$ cat src/rtl/reu_host_seq.sv
// Host-side 6502-style bus initiator: programs the REU register page, starts a
// transfer, polls $DF00 until end-of-block and reports the outcome.
module reu_host_seq #(
    parameter logic [7:0]  IO2_PAGE = 8'hDF,
    parameter logic [19:0] TIMEOUT  = 20'hFFFFF
) (
    input  logic        C8M,
    input  logic        RESET,
    input  logic        START,
    input  logic [1:0]  XTYPE,
    input  logic [15:0] CADDR,
    input  logic [23:0] RADDR,
    input  logic [15:0] LEN,
    output logic        BUSY,
    output logic        DONE,
    output logic        ERR,
    output logic [7:0]  STATUS,
    output logic        PHI2,
    output logic [15:0] A_O,
    output logic        AOE,
    input  logic [7:0]  D_I,
    output logic [7:0]  D_O,
    output logic        DOE,
    output logic        nWE,
    output logic        nIO2,
    input  logic        nDMA
);

    typedef enum logic [1:0] {
        ST_IDLE = 2'd0,
        ST_WR   = 2'd1,
        ST_POLL = 2'd2,
        ST_FIN  = 2'd3
    } state_t;

    state_t      state_r, stateNext_s;
    logic [2:0]  ph_r;
    logic [3:0]  idx_r, idxNext_s;
    logic [19:0] pollCnt_r, pollNext_s, pollInc_s;
    logic        pend_r, pendNext_s;
    logic        accept_s, cycEnd_s, busCycle_s;
    logic        busy_r, busyNext_s, done_r, doneNext_s, err_r, errNext_s;
    logic [7:0]  status_r, statusNext_s;
    logic        actv_r, actvNext_s;
    logic [15:0] ao_r, aoNext_s;
    logic        aoe_r, aoeNext_s, nWe_r, nWeNext_s, nIo2_r, nIo2Next_s;
    logic [7:0]  do_r, doNext_s;
    logic        doe_r, doeNext_s;
    logic [1:0]  xtype_r;
    logic [15:0] caddr_r, len_r;
    logic [23:0] raddr_r;

    // Register offset written in each step of the programming sequence.
    function automatic logic [3:0] wrReg(input logic [3:0] idx);
        case (idx)
            4'd0:    wrReg = 4'h2;
            4'd1:    wrReg = 4'h3;
            4'd2:    wrReg = 4'h4;
            4'd3:    wrReg = 4'h5;
            4'd4:    wrReg = 4'h6;
            4'd5:    wrReg = 4'h7;
            4'd6:    wrReg = 4'h8;
            4'd7:    wrReg = 4'hA;
            4'd8:    wrReg = 4'h1;
            default: wrReg = 4'h0;
        endcase
    endfunction

    // Data byte for each step; the final command byte sets execute with FF00 decode off.
    function automatic logic [7:0] wrData(input logic [3:0]  idx,
                                          input logic [15:0] ca,
                                          input logic [23:0] ra,
                                          input logic [15:0] ln,
                                          input logic [1:0]  xt);
        case (idx)
            4'd0:    wrData = ca[7:0];
            4'd1:    wrData = ca[15:8];
            4'd2:    wrData = ra[7:0];
            4'd3:    wrData = ra[15:8];
            4'd4:    wrData = ra[23:16];
            4'd5:    wrData = ln[7:0];
            4'd6:    wrData = ln[15:8];
            4'd7:    wrData = 8'h00;
            4'd8:    wrData = 8'h90 | {6'b000000, xt};
            default: wrData = 8'h00;
        endcase
    endfunction

    assign cycEnd_s = (ph_r == 3'd7);

    // Sequence control: step selection, polling, completion and result capture.
    always_comb begin
        stateNext_s  = state_r;
        idxNext_s    = idx_r;
        pollNext_s   = pollCnt_r;
        pendNext_s   = pend_r;
        busyNext_s   = busy_r;
        doneNext_s   = 1'b0;
        errNext_s    = err_r;
        statusNext_s = status_r;
        accept_s     = 1'b0;
        pollInc_s    = (pollCnt_r == TIMEOUT) ? pollCnt_r : pollCnt_r + 20'd1;
        case (state_r)
            ST_IDLE: begin
                if (cycEnd_s && (START || pend_r)) begin
                    accept_s     = 1'b1;
                    stateNext_s  = ST_WR;
                    idxNext_s    = 4'd0;
                    pendNext_s   = 1'b0;
                    busyNext_s   = 1'b1;
                    errNext_s    = 1'b0;
                    statusNext_s = 8'h00;
                end else if (START) begin
                    pendNext_s = 1'b1;
                end else begin
                    pendNext_s = pend_r;
                end
            end
            ST_WR: begin
                if (cycEnd_s && actv_r) begin
                    if (idx_r == 4'd8) begin
                        stateNext_s = ST_POLL;
                        idxNext_s   = 4'd0;
                        pollNext_s  = 20'd0;
                    end else begin
                        idxNext_s = idx_r + 4'd1;
                    end
                end else begin
                    idxNext_s = idx_r;
                end
            end
            ST_POLL: begin
                if (cycEnd_s) begin
                    pollNext_s = pollInc_s;
                    if (actv_r) begin
                        statusNext_s = D_I;
                    end else begin
                        statusNext_s = status_r;
                    end
                    if (actv_r && D_I[6]) begin
                        stateNext_s = ST_FIN;
                        doneNext_s  = 1'b1;
                        busyNext_s  = 1'b0;
                        errNext_s   = (xtype_r == 2'b11) & D_I[5];
                    end else if (pollInc_s == TIMEOUT) begin
                        stateNext_s = ST_FIN;
                        doneNext_s  = 1'b1;
                        busyNext_s  = 1'b0;
                        errNext_s   = 1'b1;
                    end else begin
                        stateNext_s = ST_POLL;
                    end
                end else begin
                    pollNext_s = pollCnt_r;
                end
            end
            ST_FIN: begin
                stateNext_s = ST_IDLE;
            end
            default: begin
                stateNext_s = ST_IDLE;
            end
        endcase
    end

    // Bus pins for the upcoming cycle are decided at the PH=7 edge, from nDMA and the next step.
    always_comb begin
        actvNext_s = actv_r;
        aoNext_s   = ao_r;
        aoeNext_s  = aoe_r;
        nWeNext_s  = nWe_r;
        nIo2Next_s = nIo2_r;
        doNext_s   = do_r;
        doeNext_s  = doe_r;
        busCycle_s = (stateNext_s == ST_WR) || (stateNext_s == ST_POLL);
        if (cycEnd_s) begin
            doeNext_s = 1'b0;
            if (busCycle_s && nDMA) begin
                actvNext_s = 1'b1;
                aoNext_s   = {IO2_PAGE, 4'h0, (stateNext_s == ST_WR) ? wrReg(idxNext_s) : 4'h0};
                aoeNext_s  = 1'b1;
                nIo2Next_s = 1'b0;
                nWeNext_s  = (stateNext_s != ST_WR);
            end else begin
                actvNext_s = 1'b0;
                aoNext_s   = 16'h0000;
                aoeNext_s  = 1'b0;
                nIo2Next_s = 1'b1;
                nWeNext_s  = 1'b1;
            end
        end else if ((ph_r == 3'd3) && actv_r && (state_r == ST_WR)) begin
            doeNext_s = 1'b1;
            doNext_s  = wrData(idx_r, caddr_r, raddr_r, len_r, xtype_r);
        end else begin
            doeNext_s = doe_r;
        end
    end

    // State, phase and output registers.
    always_ff @(posedge C8M) begin
        if (RESET) begin
            state_r   <= ST_IDLE;
            ph_r      <= 3'd0;
            idx_r     <= 4'd0;
            pollCnt_r <= 20'd0;
            pend_r    <= 1'b0;
            busy_r    <= 1'b0;
            done_r    <= 1'b0;
            err_r     <= 1'b0;
            status_r  <= 8'h00;
            actv_r    <= 1'b0;
            ao_r      <= 16'h0000;
            aoe_r     <= 1'b0;
            nWe_r     <= 1'b1;
            nIo2_r    <= 1'b1;
            do_r      <= 8'h00;
            doe_r     <= 1'b0;
        end else begin
            state_r   <= stateNext_s;
            ph_r      <= ph_r + 3'd1;
            idx_r     <= idxNext_s;
            pollCnt_r <= pollNext_s;
            pend_r    <= pendNext_s;
            busy_r    <= busyNext_s;
            done_r    <= doneNext_s;
            err_r     <= errNext_s;
            status_r  <= statusNext_s;
            actv_r    <= actvNext_s;
            ao_r      <= aoNext_s;
            aoe_r     <= aoeNext_s;
            nWe_r     <= nWeNext_s;
            nIo2_r    <= nIo2Next_s;
            do_r      <= doNext_s;
            doe_r     <= doeNext_s;
        end
    end

    // Transfer parameters captured when a request is accepted.
    always_ff @(posedge C8M) begin
        if (RESET) begin
            xtype_r <= 2'b00;
            caddr_r <= 16'h0000;
            raddr_r <= 24'h000000;
            len_r   <= 16'h0000;
        end else if (accept_s) begin
            xtype_r <= XTYPE;
            caddr_r <= CADDR;
            raddr_r <= RADDR;
            len_r   <= LEN;
        end else begin
            xtype_r <= xtype_r;
            caddr_r <= caddr_r;
            raddr_r <= raddr_r;
            len_r   <= len_r;
        end
    end

    assign PHI2   = ph_r[2];
    assign BUSY   = busy_r;
    assign DONE   = done_r;
    assign ERR    = err_r;
    assign STATUS = status_r;
    assign A_O    = ao_r;
    assign AOE    = aoe_r;
    assign D_O    = do_r;
    assign DOE    = doe_r;
    assign nWE    = nWe_r;
    assign nIO2   = nIo2_r;

endmodule

$ cat config.mk
export PLATFORM = sky130hd
export DESIGN_NAME = reu_host_seq
export DESIGN_NICKNAME = d
export VERILOG_FILES = /design/src/rtl/reu_host_seq.sv
export SDC_FILE = /design/constraint.sdc
export NUM_CORES = 1
export LEC_CHECK = 0
export ABC_CLOCK_PERIOD_IN_PS = 3600
export CAP_MARGIN = 20
export CORE_MARGIN = 2
export CORE_UTILIZATION = 47
export CTS_CLUSTER_DIAMETER = 80
export DETAILED_ROUTE_END_ITERATION = 6
export PLACE_DENSITY_LB_ADDON = 0.2
export SYNTH_ARGS = -nofsm -noshare
export SYNTH_HDL_FRONTEND = slang
export SYNTH_SLANG_ARGS = --single-unit
$ cat constraint.sdc
create_clock -name C8M -period 3.6 [get_ports C8M]
set_clock_uncertainty 0.15 [all_clocks]
set_input_delay 0.54 -clock C8M [delete_from_list [all_inputs] [get_ports C8M]]
set_output_delay 0.54 -clock C8M [all_outputs]
set_load 0.01 [all_outputs]
# Word-level counts from Yosys, hierarchy flattened
# Memories as Yosys holds them, arrays and structs flattened.
# Cells that the tools add are included.
# Widths: inputs -> output; s select.
dict set report totals {
  in_bits 70
  ramBits 0
  mem_bits_ro 64
  n_memories 1
  latch_bits 0
  wordCells 112
  output_inout_bits 40
  regBits 127
}
dict set report op_classes {
  n_div 0
  n_bitwise 3
  n_reduce_logical 20
  eq_ne 24
  muxes 42
  order_cmp 0
  shift 0
  multipliers 0
  add_sub_neg 3
}
# name depth word_bits rd rd_ports_with_merged_regs wr line_no
set memory_table {}
lappend memory_table {{(name not given)} 16 4 1 0 0 55} ;# case (idx)
# op n
set ops {}
lappend ops {{$mux 20} 4}
lappend ops {{$pmux 8 s8} 1}
lappend ops {{$eq 20x20->1 const B} 2}
lappend ops {{$pmux 20 s2} 1}
lappend ops {{$mux 8} 3}
lappend ops {{$add 20x1->20 const B} 1}
lappend ops {{$mux 1} 19}
lappend ops {{$mux 16} 1}
lappend ops {{$mux 4} 4}
lappend ops {{$pmux 8 s2} 1}
lappend ops {{$eq 4x3->1 const B} 3}
lappend ops {{$reduce_and 4->1} 3}
lappend ops {{$ne 2x2->1 const B} 5}
lappend ops {{$eq 2x2->1 const B} 4}
lappend ops {{$eq 4x2->1 const B} 2}
lappend ops {{$mux 2} 4}
lappend ops {{$pmux 2 s4} 1}
lappend ops {{$pmux 4 s2} 1}
lappend ops {{$logic_and 1x1->1} 6}
lappend ops {{$reduce_bool 2->1} 3}
lappend ops {{$add 4x1->4 const B} 1}
lappend ops {{$eq 2x1->1 const B} 2}
lappend ops {{$eq 4x1->1 const B} 1}
lappend ops {{$eq 4x4->1 const B} 1}
lappend ops {{other kinds (14)} 18}

# Depth between registers and ports, before layout
# Gate-level depths: netlist of run 1.
dict set report logic_depth {
  word_depth 11
  mapped_depth 15
  mapped_depth_nobuf 13
}

# Worst setup path after synthesis of run 1
# Ideal clock, no wire load.
dict set report synth_timing {
  kind {reg2reg}
  from {register pollCnt_r[1]}
  to {register ao_r[1], in the netlist A_O[1]}
  path_buffers 1
  t_required_ps 3390
  setup_time_ps 60
  path_stages_with_launch 15
  setup_slack_ps -272
  arrival_time_ps 3662
  period_less_slack_ps 3872
  cell_sequence {dfxtp_1 > ha_1 > nand3_2 > nor4_2 > mux2i_1 > o2111a_1 > o2111ai_1 > or4_1 > buf_2 > a31oi_1 > ha_1 > nor3b_1 > nand2_1 > nor3b_1 > a22o_1}
}
dict set report synth_between {
  elab_chain_cells 11
  word_cells_on_any_way 14
  cone_classes {1 x add/sub; 4 x eq/ne; 7 x mux; 2 x reduce/logical}
}
# item line_no
set synth_lines {}
lappend synth_lines {{start: declaration} 39} ;# logic [19:0] pollCnt_r, pollNext_s, pollInc_s;
lappend synth_lines {{start signal: assignment} 222} ;# pollCnt_r <= pollNext_s;
lappend synth_lines {{$add 20x1->20 / $eq 20x20->1 (equally long branches)} 102} ;# pollInc_s = (pollCnt_r == TIMEOUT) ? pollCnt_r : pollCnt_r + 20'd1;
lappend synth_lines {{$mux 20 (*)} 102}
lappend synth_lines {{$eq 20x20->1 (*)} 145} ;# end else if (pollInc_s == TIMEOUT) begin
lappend synth_lines {{$mux 1 (*)} 145}
lappend synth_lines {{$mux 1 (*)} 140} ;# if (actv_r && D_I[6]) begin
lappend synth_lines {{$mux 2 (*)} 133} ;# if (cycEnd_s) begin
lappend synth_lines {{$pmux 2 s4 (*)} 103} ;# case (state_r)
lappend synth_lines {{named net stateNext_s[0]} 36} ;# state_t state_r, stateNext_s;
lappend synth_lines {{$eq 2x1->1 / $eq 2x2->1 (equally long branches)} {175, 180}}
lappend synth_lines {{$logic_or 1x1->1} 175} ;# busCycle_s = (stateNext_s == ST_WR) || (stateNext_s == ST_POLL);
lappend synth_lines {{$logic_and 1x1->1} 178} ;# if (busCycle_s && nDMA) begin
lappend synth_lines {{$mux 16 (*)} 178}
lappend synth_lines {{end signal: assignment} 229} ;# ao_r <= aoNext_s;
lappend synth_lines {{end: declaration} 45} ;# logic [15:0] ao_r, aoNext_s;
# Mark *: on every way through the listed nets, which the timed path passes. The rest lies on a longest branch.
# A chain may end at the register's enable or synchronous reset.

# Worst setup path in the final report of run 1
dict set report layout_timing {
  from {register pollCnt_r[1]}
  to {register ao_r[3], in the netlist A_O[3]}
}
# The elaborated chain is that of the path after synthesis.

==> metrics.md, run 1 <==
| Metric | Value |
|---|---|
| Setup ws final | 0.107 ns |
| Fmax | 286 MHz |
| Multi-input gate area | 3030 µm² |
| CP Max Fanout | 4 |
| Crit path launch type | flop |
| Leakage | 2.60 nW |
| Worst-Skew Late Latency | 0.42 ns |
| R2r startpoint | pollCnt_r[1]$_SDFFE_PP0P_ |
| Cells after synthesis | about 710 |
| Endpoint of the worst hold path | ph_r[0]$_SDFF_PP0_ |
| Core Util, Final | 0.647 |
| Largest net degree at the start of global routing | 87 |
| Final Cycle Share | 0.970 |
| Count leader, synth | nand2_1 |
| WP data required | between 3 and 4 ns |
| Placeable Area | 11,500 µm² |
| Num CTS Buffers | 17 |
| Cell variety after synth | 64 |
| Crit path time final | 3.49 ns |
| PortBufs | 104 |
| Hold slack | 0.275 ns |
| Initial antenna violation count | 0 |
| R2R cell count | 15 |
| Top post-synthesis cells by area | dfxtp_1 (41%), nand2_1 (9.9%), a21oi_1 (8.4%) |
| Fillcell total | 994 |
| IO Pins | 110 |
| Critical Path AT | 3.71 ns |
| Final Non-Filler Cells | roughly 970 |
| Drt first pass iters | 7 |
| Hold Path Origin | ph_r[0]$_SDFF_PP0_ |
| Register Area | 2310 µm² |
| PwrDens | between 300 and 400 nW/µm² |
| ANT nets after route | 0 |
| Detailed router's first-iteration violation count | just over 400 |
| Top-area cell type share of the netlist area | 0.413 |
| Sequential element share of the synthesized area | 0.413 |
| Chip height | 113 µm |
| Wirelength per Cell | 17.2 µm |
| Worst Hold Path Cells | 1 |
| Inst Count DP | 930 |
| Vias per inst | 5.70 |
| Routability cong. | 0.885 |
| Setup WS pre-CTS | -0.00551 ns |
| Hold Violations, Final | 0 |
| First-pass GRT wire length | about 27,000 µm |
| Fraction of layout cells with a size suffix above 1 | 0.123 |
| Crit Path Class | reg2reg |
| Internal reg-to-reg setup slack | 0.11 ns |
| Number of global-route vias before repair | 5,241 |
| Initial core utilization | 0.484 |
| Synth-to-layout area growth | 33.7% |
| Relative slew slack | 0.369 |
| Most used DFF post-synth | dfxtp_1 |
| Hold Path Class | reg2reg |
| R2r endpoint | A_O[3]$_SDFFE_PP0P_ |
| Mapped Area | 5570 µm² |
| Syn avg cell area | 7.82 µm² |
| Result of the run | finished, violations left |
| Dpl hpwl | 11,700 µm |
| Root Buffer | clkbuf_16 |
| Rows | 39 |
| Critical Path Sink Type | flop |
| Die span in x | 113 µm |
| Clock buffer depth | 2 |
| Setup Viol. Count Final | 0 |
| CTS Hold Bufs | 0 |
| Post-synth top area cell | dfxtp_1 |
| Post-synth EDFFs | 0 |
| Final nets | 892 |
| H-tree depth | 4 |
| Total gr overflow | 0 |
| Syn. warnings | 0 |
| Final Max Tran Viols | 0 |
| Number of remaining DRC errors | 4 |
| Synth top cells by count | nand2_1 (147), dfxtp_1 (115), a21oi_1 (94), nor2_1 (50), clkbuf_1 (43) |
| Clk slew on worst S/H paths | 0.06 ns |
| All-Layer GR Usage | 0.267 |
| CTS tree | yes |
| Die footprint | 12,700 µm² |
| Slew @ Worst Pin | ~0.94 ns |
| Violated checks | design-rule violations |
| Maximum vdd drop | 0.389 mV |
| WL final | between 15,000 and 20,000 µm |
| Antenna Cells | 0 |
| Vias | approximately 5.5k |
| PnR Total Power | 0.00293 W |
| Post-synthesis sequential element count | 115 |
| FFs w/ async S/R, synth | 0 |
| Total of max-cap violations | 0 |
| Clock tree sinks | ~120 |
repair_timing:
item / 4_1_cts / 5_1_grt
pin swaps: 0 / 13
setup buffers: 0 / 6
gates cloned: 0 / 0
resized for setup: 1 / 10
endpoints found under the setup margin: 3 / 5
power by group:
group / leakage (nW) / switching [W] / internal (W)
sequential: 0.928 / 0.00000394 / 0.00128
combinational: 1.41 / 0.0000466 / 0.0000758
clock: 0.259 / 0.000612 / 0.000913
total: 2.60 / 0.000662 / 0.00227
sequential cells by signal, indices dropped and copies added (netlist names):
| register | count |
|---|---|
| DOE | 1 |
| STATUS | 8 |
| ERR | 1 |
| pend_r | 1 |
| D_O | 8 |
| state_r | 2 |
| len_r | 16 |
| ph_r | 3 |
| nIO2 | 1 |
| xtype_r | 2 |
| BUSY | 1 |
| A_O | 5 |
| idx_r | 4 |
| caddr_r | 16 |
| raddr_r | 24 |
| nWE | 1 |
| pollCnt_r | 20 |
| DONE | 1 |
per-layer routing:
metal	part of all wire	vias up	wire length, µm	track usage
met2	0.49	169	8140	0.451
met4	0.016	0	267	0.0837
met5	0	-	0	0
li1	-	2711	-	-
met3	0.054	15	894	0.0584
met1	0.44	2618	7280	0.342
how the worst max path moves through the flow:
stage,from,endpoint
after floorplan,pollCnt_r[1]$_SDFFE_PP0P_,A_O[1]$_SDFFE_PP0P_
after global placement,pollCnt_r[0]$_SDFFE_PP0P_,A_O[1]$_SDFFE_PP0P_
after detailed placement,pollCnt_r[0]$_SDFFE_PP0P_,A_O[3]$_SDFFE_PP0P_
after CTS,pollCnt_r[0]$_SDFFE_PP0P_,A_O[3]$_SDFFE_PP0P_
after global routing,pollCnt_r[1]$_SDFFE_PP0P_,A_O[1]$_SDFFE_PP0P_
final,pollCnt_r[1]$_SDFFE_PP0P_,A_O[3]$_SDFFE_PP0P_
area by class of cell:
class	instances	area share
clock buffer	20	0.0613
clock inverter	11	0.0109
inverter	11	0.00554
multi-input combinational	523	0.407
sequential	115	0.310
tap	143	0.0240
timing repair buffer	144	0.181
worst max-delay path: stages (launching register included):
cell and delay [ns]:
dfxtp_2 0.35, ha_4 0.16, nand3_4 0.11, nor4_4 0.33, buf_4 0.15, buf_4 0.11
a21oi_1 0.05, o22ai_1 0.23, nand3_1 0.11, or4_4 0.53, a31oi_4 0.19, ha_4 0.23
nor3b_4 0.21, nand2_1 0.11, nor3b_2 0.26, a22o_1 0.17
stage by stage:
step	cell area [µm²]	setup TNS [ns]
after CTS	7340	0
final	7450	0
after global routing	7450	-0.148
after floorplan	5610	0
after global placement	6790	0
after detailed placement	6790	-0.0124
kinds of logic (layout without fill, tap and decap cells):
| group | after synthesis | count (layout) | share of synthesized area |
|---|---|---|---|
| xor+xnor | 5 | 5 | 0.00921 |
| compound gates | 206 | 206 | 0.231 |
| flops | 115 | 115 | 0.413 |
| mux | 8 | 8 | 0.0159 |
| other cells | 1 | 5 | 0.000673 |
| fa+ha+maj | 10 | 10 | 0.0225 |
| simple gates | 289 | 289 | 0.244 |
| buf+inv | 78 | 186 | 0.0633 |
cell usage in the layout, fill, tap and decap left out, drive strengths merged, types with 8 or more instances in the layout:
cell	netlist	final
nand2	149	149
dfxtp	115	115
clkdlybuf4s50	0	103
a21oi	94	94
nor2	50	50
buf	24	41
o21ai	26	26
nand3	24	24
clkbuf	43	20
nor3	16	16
a22oi	15	15
inv	11	13
a31oi	12	12
a311oi	11	11
nand4	10	10
ha	10	10
a22o	8	8
Note: power is estimated with default switching activity, not from simulation.
==> inputs of run 2 (changes only) <==
--- a/config.mk
+++ b/config.mk
@@ -6,9 +6,11 @@
 export NUM_CORES = 1
 export LEC_CHECK = 0
 export ABC_CLOCK_PERIOD_IN_PS = 3600
-export CAP_MARGIN = 20
+export CAP_MARGIN = 10
+export CELL_PAD_IN_SITES_DETAIL_PLACEMENT = 0
+export CELL_PAD_IN_SITES_GLOBAL_PLACEMENT = 1
 export CORE_MARGIN = 2
-export CORE_UTILIZATION = 47
+export CORE_UTILIZATION = 34
 export CTS_CLUSTER_DIAMETER = 80
 export DETAILED_ROUTE_END_ITERATION = 6
 export PLACE_DENSITY_LB_ADDON = 0.2
==> metrics.md, run 2 (synthesis results as in run 1) <==
| Metric | Value |
|---|---|
| Wirelength per Cell | 16.5 µm (was 17.2 µm) |
| R2r startpoint | pollCnt_r[0]$_SDFFE_PP0P_ (was pollCnt_r[1]$_SDFFE_PP0P_) |
| Cells along the critical path | ha_2, nand3_4, nor4_4, buf_4, nand3_1, mux2_2, nand3_1, or4_1, a31oi_1, ha_1, nor3b_2, nand2_1, nor3b_2, a22o_1 (was ha_4, nand3_4, nor4_4, buf_4, buf_4, a21oi_1, o22ai_1, nand3_1, or4_4, a31oi_4, ha_4, nor3b_4, nand2_1, nor3b_2, a22o_1) |
| Clk slew on worst S/H paths | 0.05 ns (was 0.06 ns) |
| Slew @ Worst Pin | 0.735 ns (was 0.942 ns) |
| All-Layer GR Usage | 0.200 (was 0.267) |
| Result of the run | complete, no violations (was finished, violations left) |
| Synth-to-layout area growth | 36.4% (was 33.7%) |
| Maximum vdd drop | 0.331 mV (was 0.389 mV) |
| CTS tree | yes (unchanged) |
| WP data required | 3.80 ns (was 3.81 ns) |
| Die span in x | 132 µm (was 113 µm) |
| Number of remaining DRC errors | 0 (was 4) |
| Clock share of power | 0.563 (was 0.520) |
| Final nets | 892 (unchanged) |
| Setup TNS | 0 ns (unchanged) |
| Biggest regs | raddr_r: 24 flops, pollCnt_r: 20 flops (unchanged) |
| Leakage | 2.63 nW (was 2.60 nW) |
| CTS Hold Bufs | 0 (unchanged) |
| Worst setup endpoint | A_O[2]$_SDFFE_PP0P_ (was A_O[3]$_SDFFE_PP0P_) |
| Vias | 5,397 (was 5,513) |
| Hold Violations, Final | 0 (unchanged) |
| Root Buffer | clkbuf_16 (unchanged) |
| Internal reg-to-reg setup slack | 0.21 ns (was 0.11 ns) |
| Total gr overflow | 0 (unchanged) |
| Initial antenna violation count | 0 (unchanged) |
| Number of global-route vias before repair | 5,274 (was 5,241) |
| Relative slew slack | 0.507 (was 0.369) |
| Dpl hpwl | 12,200 µm (was 11,700 µm) |
| IO Pins | 110 (unchanged) |
| Worst-Skew Late Latency | 0.42 ns (about the same) |
| Vias per inst | 5.18 (was 5.70) |
| Comb pwr share | 0.038 (was 0.042) |
| H-tree depth | 4 (unchanged) |
| Unrepaired setup endpoints after global routing | no |
| Fraction of layout cells with a size suffix above 1 | 0.119 (was 0.123) |
| Switching Fraction | 0.202 (was 0.226) |
| Critical Path AT | 3.59 ns (was 3.71 ns) |
| Antenna Cells | 0 (unchanged) |
| Chip height | 132 µm (was 113 µm) |
| CP Max Fanout | 5 (was 4) |
| Register Area | 2300 µm² (was 2310 µm²) |
| Final Cycle Share | 0.942 (was 0.970) |
| Placeable Area | 15,900 µm² (was 11,500 µm²) |
| First-pass GRT wire length | 27,600 µm (was 27,000 µm) |
| Critical Path Sink Type | flop (unchanged) |
| WL final | 17,100 µm (was 16,600 µm) |
| Largest net degree at the start of global routing | 66 (was 87) |
| PwrDens | 423 nW/µm² (was 393 nW/µm²) |
| Final Max Tran Viols | 0 (unchanged) |
| Commonest non-fill, non-tap cell in the layout | nand2_1 (unchanged) |
| Crit path launch | pollCnt_r[0]$_SDFFE_PP0P_ (was pollCnt_r[1]$_SDFFE_PP0P_) |
| Clock buffer depth | 2 (unchanged) |
| Fmax | 295 MHz (was 286 MHz) |
| Drt first pass iters | 4 (was 7) |
| Largest reg by FF count | raddr_r (unchanged) |
| R2r endpoint | A_O[2]$_SDFFE_PP0P_ (was A_O[3]$_SDFFE_PP0P_) |
| Initial core utilization | 0.349 (was 0.484) |
| Slowest CP cell | or4_1 (was or4_4) |
| Sw Pwr | 0.000650 W (was 0.000662 W) |
| Die footprint | 17,400 µm² (was 12,700 µm²) |
| Largest register FFs | 24 (unchanged) |
| PortBufs | 104 (unchanged) |
| Setup Viol. Count Final | 0 (unchanged) |
| Most frequent cells in the layout | nand2_1 (147), dfxtp_1 (113), clkdlybuf4s50_1 (103), a21oi_1 (93), nor2_1 (50) (was nand2_1 (147), dfxtp_1 (112), clkdlybuf4s50_1 (103), a21oi_1 (94), nor2_1 (50)) |
| Rows | 46 (was 39) |
| Register share of total power | 0.399 (was 0.438) |
| Worst Hold Path Cells | 1 (unchanged) |
| Num CTS Buffers | 17 (unchanged) |
| Crit Path Class | reg2reg (unchanged) |
| PnR Total Power | 0.00321 W (was 0.00293 W) |
| R2R cell count | 14 (was 15) |
| Clock tree sinks | 115 (unchanged) |
| Detailed router's first-iteration violation count | 317 (was 412) |
| Routability cong. | 0.867 (was 0.885) |
| Hold Path Class | reg2reg (unchanged) |
| Crit path launch type | flop (unchanged) |
| Multi-input gate area | 3000 µm² (was 3030 µm²) |
| Fillcell total | 1,616 (was 994) |
| Crit path time final | 3.39 ns (was 3.49 ns) |
| Total of max-cap violations | 0 (unchanged) |
| CP peak stage delay | 0.45 ns (was 0.53 ns) |
| P_int | 0.00257 W (was 0.00227 W) |
| ANT nets after route | 0 (unchanged) |
[run 2: changes by cell type in the layout (fill, tap and decap cells not counted), sizes merged]
| cell | delta |
|---|---|
| bufinv | +4 |
| clkinv | -2 |
| clkbuf | +3 |
| clkinvlp | -2 |
| inv | -2 |
[run 2: power groups by stage]
stage           logic, W  clock network (W)  registers (W)
3_5_place_dp    0.000123                  0        0.00131
6_report        0.000123            0.00181        0.00128
5_1_grt         0.000133            0.00190        0.00128
2_1_floorplan  0.0000370                  0        0.00131
3_3_place_gp    0.000122                  0        0.00131
4_1_cts         0.000124            0.00183        0.00128
[run 2: stage by stage]
| stage | setup WS, ns | utilization | cells | instance area (µm²) | hold slack (ns) |
|---|---|---|---|---|---|
| 2_1_floorplan | 0.0108 | - | 716 | 5610 | 0.249 |
| 3_3_place_gp | 0.109 | 0.433 | 1006 | 6910 | 0.257 |
| 3_5_place_dp | 0.0505 | 0.433 | 1006 | 6910 | 0.268 |
| 4_1_cts | 0.0218 | 0.473 | 1038 | 7540 | 0.276 |
| 5_1_grt | 0.0195 | 0.476 | 1041 | 7600 | 0.303 |
| 6_report | 0.210 | 0.476 | 1041 | 7600 | 0.278 |
[run 2: worst min-delay path by stage]
stage / start / end / slack (ns)
2_1_floorplan: ph_r[0]$_SDFF_PP0_ / ph_r[0]$_SDFF_PP0_ / 0.25
3_3_place_gp: ph_r[0]$_SDFF_PP0_ / ph_r[0]$_SDFF_PP0_ / 0.26
3_5_place_dp: ph_r[0]$_SDFF_PP0_ / ph_r[0]$_SDFF_PP0_ / 0.27
4_1_cts: ph_r[0]$_SDFF_PP0_ / ph_r[0]$_SDFF_PP0_ / 0.28
5_1_grt: ph_r[0]$_SDFF_PP0_ / ph_r[0]$_SDFF_PP0_ / 0.30
6_report: ph_r[0]$_SDFF_PP0_ / ph_r[0]$_SDFF_PP0_ / 0.28
[run 2: cell type report]
class,instances,area share
clock buffer,23,0.0629
timing repair buffer,144,0.178
multi-input combinational,523,0.395
inverter,11,0.00544
sequential,115,0.303
clock inverter,9,0.0199
tap,216,0.0356
[run 2: what timing repair did]
action | CTS | global route
resized for setup | 0 | 8
setup endpoints to repair | 0 | 7
setup buffers | 0 | 3
[run 2: routing by layer]
metal / track usage / part of all wire / vias to the layer above
met1: 0.260 / 0.46 / 2533
met5: 0 / 0 / -
met2: 0.324 / 0.47 / 145
met4: 0.0694 / 0.012 / 0
li1: - / - / 2707
met3: 0.0473 / 0.048 / 12
[run 2: worst max-delay path: cells and delay by family (launching register included)]
kind	cells	cell delay, ns
AOI/OAI and AO/OA	2	0.31
adders and majority gates	2	0.48
buffers and inverters	1	0.18
DFF	1	0.35
muxes	1	0.26
and+or+nand+nor	8	1.58
==> inputs of run 3 (changes only) <==
==> constraint.sdc (replaced) <==
create_clock -name C8M -period 3.6 [get_ports C8M]
set_clock_uncertainty 0.15 [all_clocks]
set_input_delay 0.36 -clock C8M [delete_from_list [all_inputs] [get_ports C8M]]
set_output_delay 0.36 -clock C8M [all_outputs]
set_load 0.01 [all_outputs]
==> metrics.md, run 3 (synthesis results as in run 1) <==
| Metric | Value |
|---|---|
| Vias | 5,427 (was 5,397) |
| Fraction of layout cells with a size suffix above 1 | 0.117 (was 0.119) |
| All-Layer GR Usage | 0.196 (was 0.200) |
| Critical Path Sink Type | flop (unchanged) |
| Clock buffer depth | 2 (unchanged) |
| Number of global-route vias before repair | 5,271 (was 5,274) |
| CP peak stage delay | 0.53 ns (was 0.45 ns) |
| First-pass GRT wire length | 27,400 µm (was 27,600 µm) |
| Num CTS Buffers | 17 (unchanged) |
| PwrDens | 391 nW/µm² (was 423 nW/µm²) |
| H-tree depth | 4 (unchanged) |
| Unrepaired setup endpoints after global routing | no (unchanged) |
| Routability cong. | 0.915 (was 0.867) |
| Fillcell total | 1,619 (was 1,616) |
| Most Frequent Cell on Critical Path | nor3b_2 |
| Clk slew on worst S/H paths | 0.06 ns (was 0.05 ns) |
| Slowest CP cell | or4_1 (unchanged) |
| Rows | 46 (unchanged) |
| WL final | 16,900 µm (was 17,100 µm) |
| Chip height | 132 µm (unchanged) |
| Vias per inst | 5.23 (was 5.18) |
| Initial core utilization | 0.349 (unchanged) |
| Largest register FFs | 24 (unchanged) |
| Worst-Skew Late Latency | 0.41 ns (was 0.42 ns) |
| Final Cycle Share | 0.943 (was 0.942) |
| Leakage | 2.56 nW (was 2.63 nW) |
| Detailed router's first-iteration violation count | 322 (was 317) |
| Drt first pass iters | 5 (was 4) |
| Synth-to-layout area growth | 34.1% (was 36.4%) |
| WP data required | 3.81 ns (was 3.80 ns) |
| Wirelength per Cell | 16.3 µm (was 16.5 µm) |
| Hold slack | 0.264 ns (was 0.278 ns) |
| Initial antenna violation count | 0 (unchanged) |
| Maximum vdd drop | 0.335 mV (was 0.331 mV) |
| Register Area | 2310 µm² (was 2300 µm²) |
| Setup Viol. Count Final | 0 (unchanged) |
| Dpl hpwl | 12,100 µm (was 12,200 µm) |
| Number of remaining DRC errors | 0 (unchanged) |
| Final Max Tran Viols | 0 (unchanged) |
| Hold Violations, Final | 0 (unchanged) |
| Most frequent cells in the layout | nand2_1 (147), dfxtp_1 (112), clkdlybuf4s50_1 (103), a21oi_1 (93), nor2_1 (49) (was nand2_1 (147), dfxtp_1 (113), clkdlybuf4s50_1 (103), a21oi_1 (93), nor2_1 (50)) |
| CP Max Fanout | 4 (was 5) |
| Cells along the critical path | ha_2, nand3_4, nor4_4, and4bb_4, xor2_2, o2111ai_1, or4_1, a31oi_1, ha_1, nor3b_2, nand2_1, nor3b_2, a22o_1 (was ha_2, nand3_4, nor4_4, buf_4, nand3_1, mux2_2, nand3_1, or4_1, a31oi_1, ha_1, nor3b_2, nand2_1, nor3b_2, a22o_1) |
| IO Pins | 110 (unchanged) |
| Routed length on met1 | 7870 µm (was 7960 µm) |
| Placeable Area | 15,900 µm² (unchanged) |
| Relative slew slack | 0.525 (was 0.507) |
| CTS tree | yes (unchanged) |
| Total of max-cap violations | 0 (unchanged) |
| PortBufs | 104 (unchanged) |
| CTS Hold Bufs | 0 (unchanged) |
| Commonest non-fill, non-tap cell in the layout | nand2_1 (unchanged) |
| Die footprint | 17,400 µm² (unchanged) |
| Biggest regs | raddr_r: 24 flops, pollCnt_r: 20 flops (unchanged) |
| Crit path time final | 3.40 ns (was 3.39 ns) |
| Root Buffer | clkbuf_16 (unchanged) |
| Crit Path Class | reg2reg (unchanged) |
| Crit path launch type | flop (unchanged) |
| Top layer in use | met4 (unchanged) |
| Internal reg-to-reg setup slack | 0.20 ns (was 0.21 ns) |
| Result of the run | complete, no violations (unchanged) |
| Largest net degree at the start of global routing | 48 (was 66) |
| Fmax | 294 MHz (was 295 MHz) |
| Hold Path Class | in2reg (was reg2reg) |
| ANT nets after route | 0 (unchanged) |
| Total gr overflow | 0 (unchanged) |
| Multi-input gate area | 2990 µm² (was 3000 µm²) |
| Clock tree sinks | 115 (unchanged) |
| Slew @ Worst Pin | 0.708 ns (was 0.735 ns) |
| Largest reg by FF count | raddr_r (unchanged) |
| Critical Path AT | 3.61 ns (was 3.59 ns) |
| Die span in x | 132 µm (unchanged) |
| WL met3 | 820 µm (was 826 µm) |
| Setup TNS | 0 ns (unchanged) |
| Met2 wire len | 7860 µm (was 8140 µm) |
| Final nets | 888 (was 892) |
| Antenna Cells | 0 (unchanged) |
[run 3: final timing paths]
kind	cells past startpoint	start	end
worst max-delay path	13	pollCnt_r[0]$_SDFFE_PP0P_	A_O[2]$_SDFFE_PP0P_
worst min-delay path	2	RESET	A_O[14]$_SDFFE_PP0P_
worst max register to register	13	pollCnt_r[0]$_SDFFE_PP0P_	A_O[2]$_SDFFE_PP0P_
worst min register to register	1	ph_r[0]$_SDFF_PP0_	ph_r[0]$_SDFF_PP0_
[run 3: per-stage QoR]
| step | total power, W | setup WS (ns) | cells | util | instance area (µm²) |
|---|---|---|---|---|---|
| 6_report | 0.00292 | 0.204 | 1037 | 0.468 | 7470 |
| 5_1_grt | 0.00302 | 0.0290 | 1037 | 0.468 | 7470 |
| 4_1_cts | 0.00295 | 0.0539 | 1036 | 0.466 | 7430 |
| 3_5_place_dp | 0.00143 | 0.0707 | 1004 | 0.432 | 6890 |
| 3_3_place_gp | 0.00143 | 0.130 | 1004 | 0.432 | 6890 |
| 2_1_floorplan | 0.00135 | 0.0108 | 716 | - | 5610 |
[run 3: worst max-delay path, delay by kind of cell, from the launching register on]
kind | cells | cell delay (ns)
adders and majority gates | 2 | 0.49
xor gates and xnor gates | 1 | 0.12
and+or+nand+nor | 7 | 1.76
DFF | 1 | 0.33
AOI/OAI and AO/OA | 3 | 0.50
[run 3: repair_timing]
action                     CTS  global route
setup endpoints to repair    0             4
resized for setup            0             9
setup buffers                0             1
[run 3: per-layer routing]
metal | track usage | vias to the layer above
met4 | 0.0725 | 0
met5 | 0 | -
met1 | 0.259 | 2532
li1 | - | 2702
met2 | 0.315 | 172
met3 | 0.0423 | 21
[run 3: power by group]
part / internal (W) / total [W] / switching [W]
registers: 0.00128 / 0.00128 / 0.00000400
logic: 0.0000754 / 0.000122 / 0.0000464
clock network: 0.000926 / 0.00152 / 0.000591
total: 0.00228 / 0.00292 / 0.000641
[run 3: final cells by class]
type	instances	area share
inverters	11	0.00553
multi-input cells	523	0.401
clock buffers	23	0.0640
flip-flops and latches	115	0.309
clock inverters	9	0.00754
well taps	216	0.0362
repair buffers	140	0.177
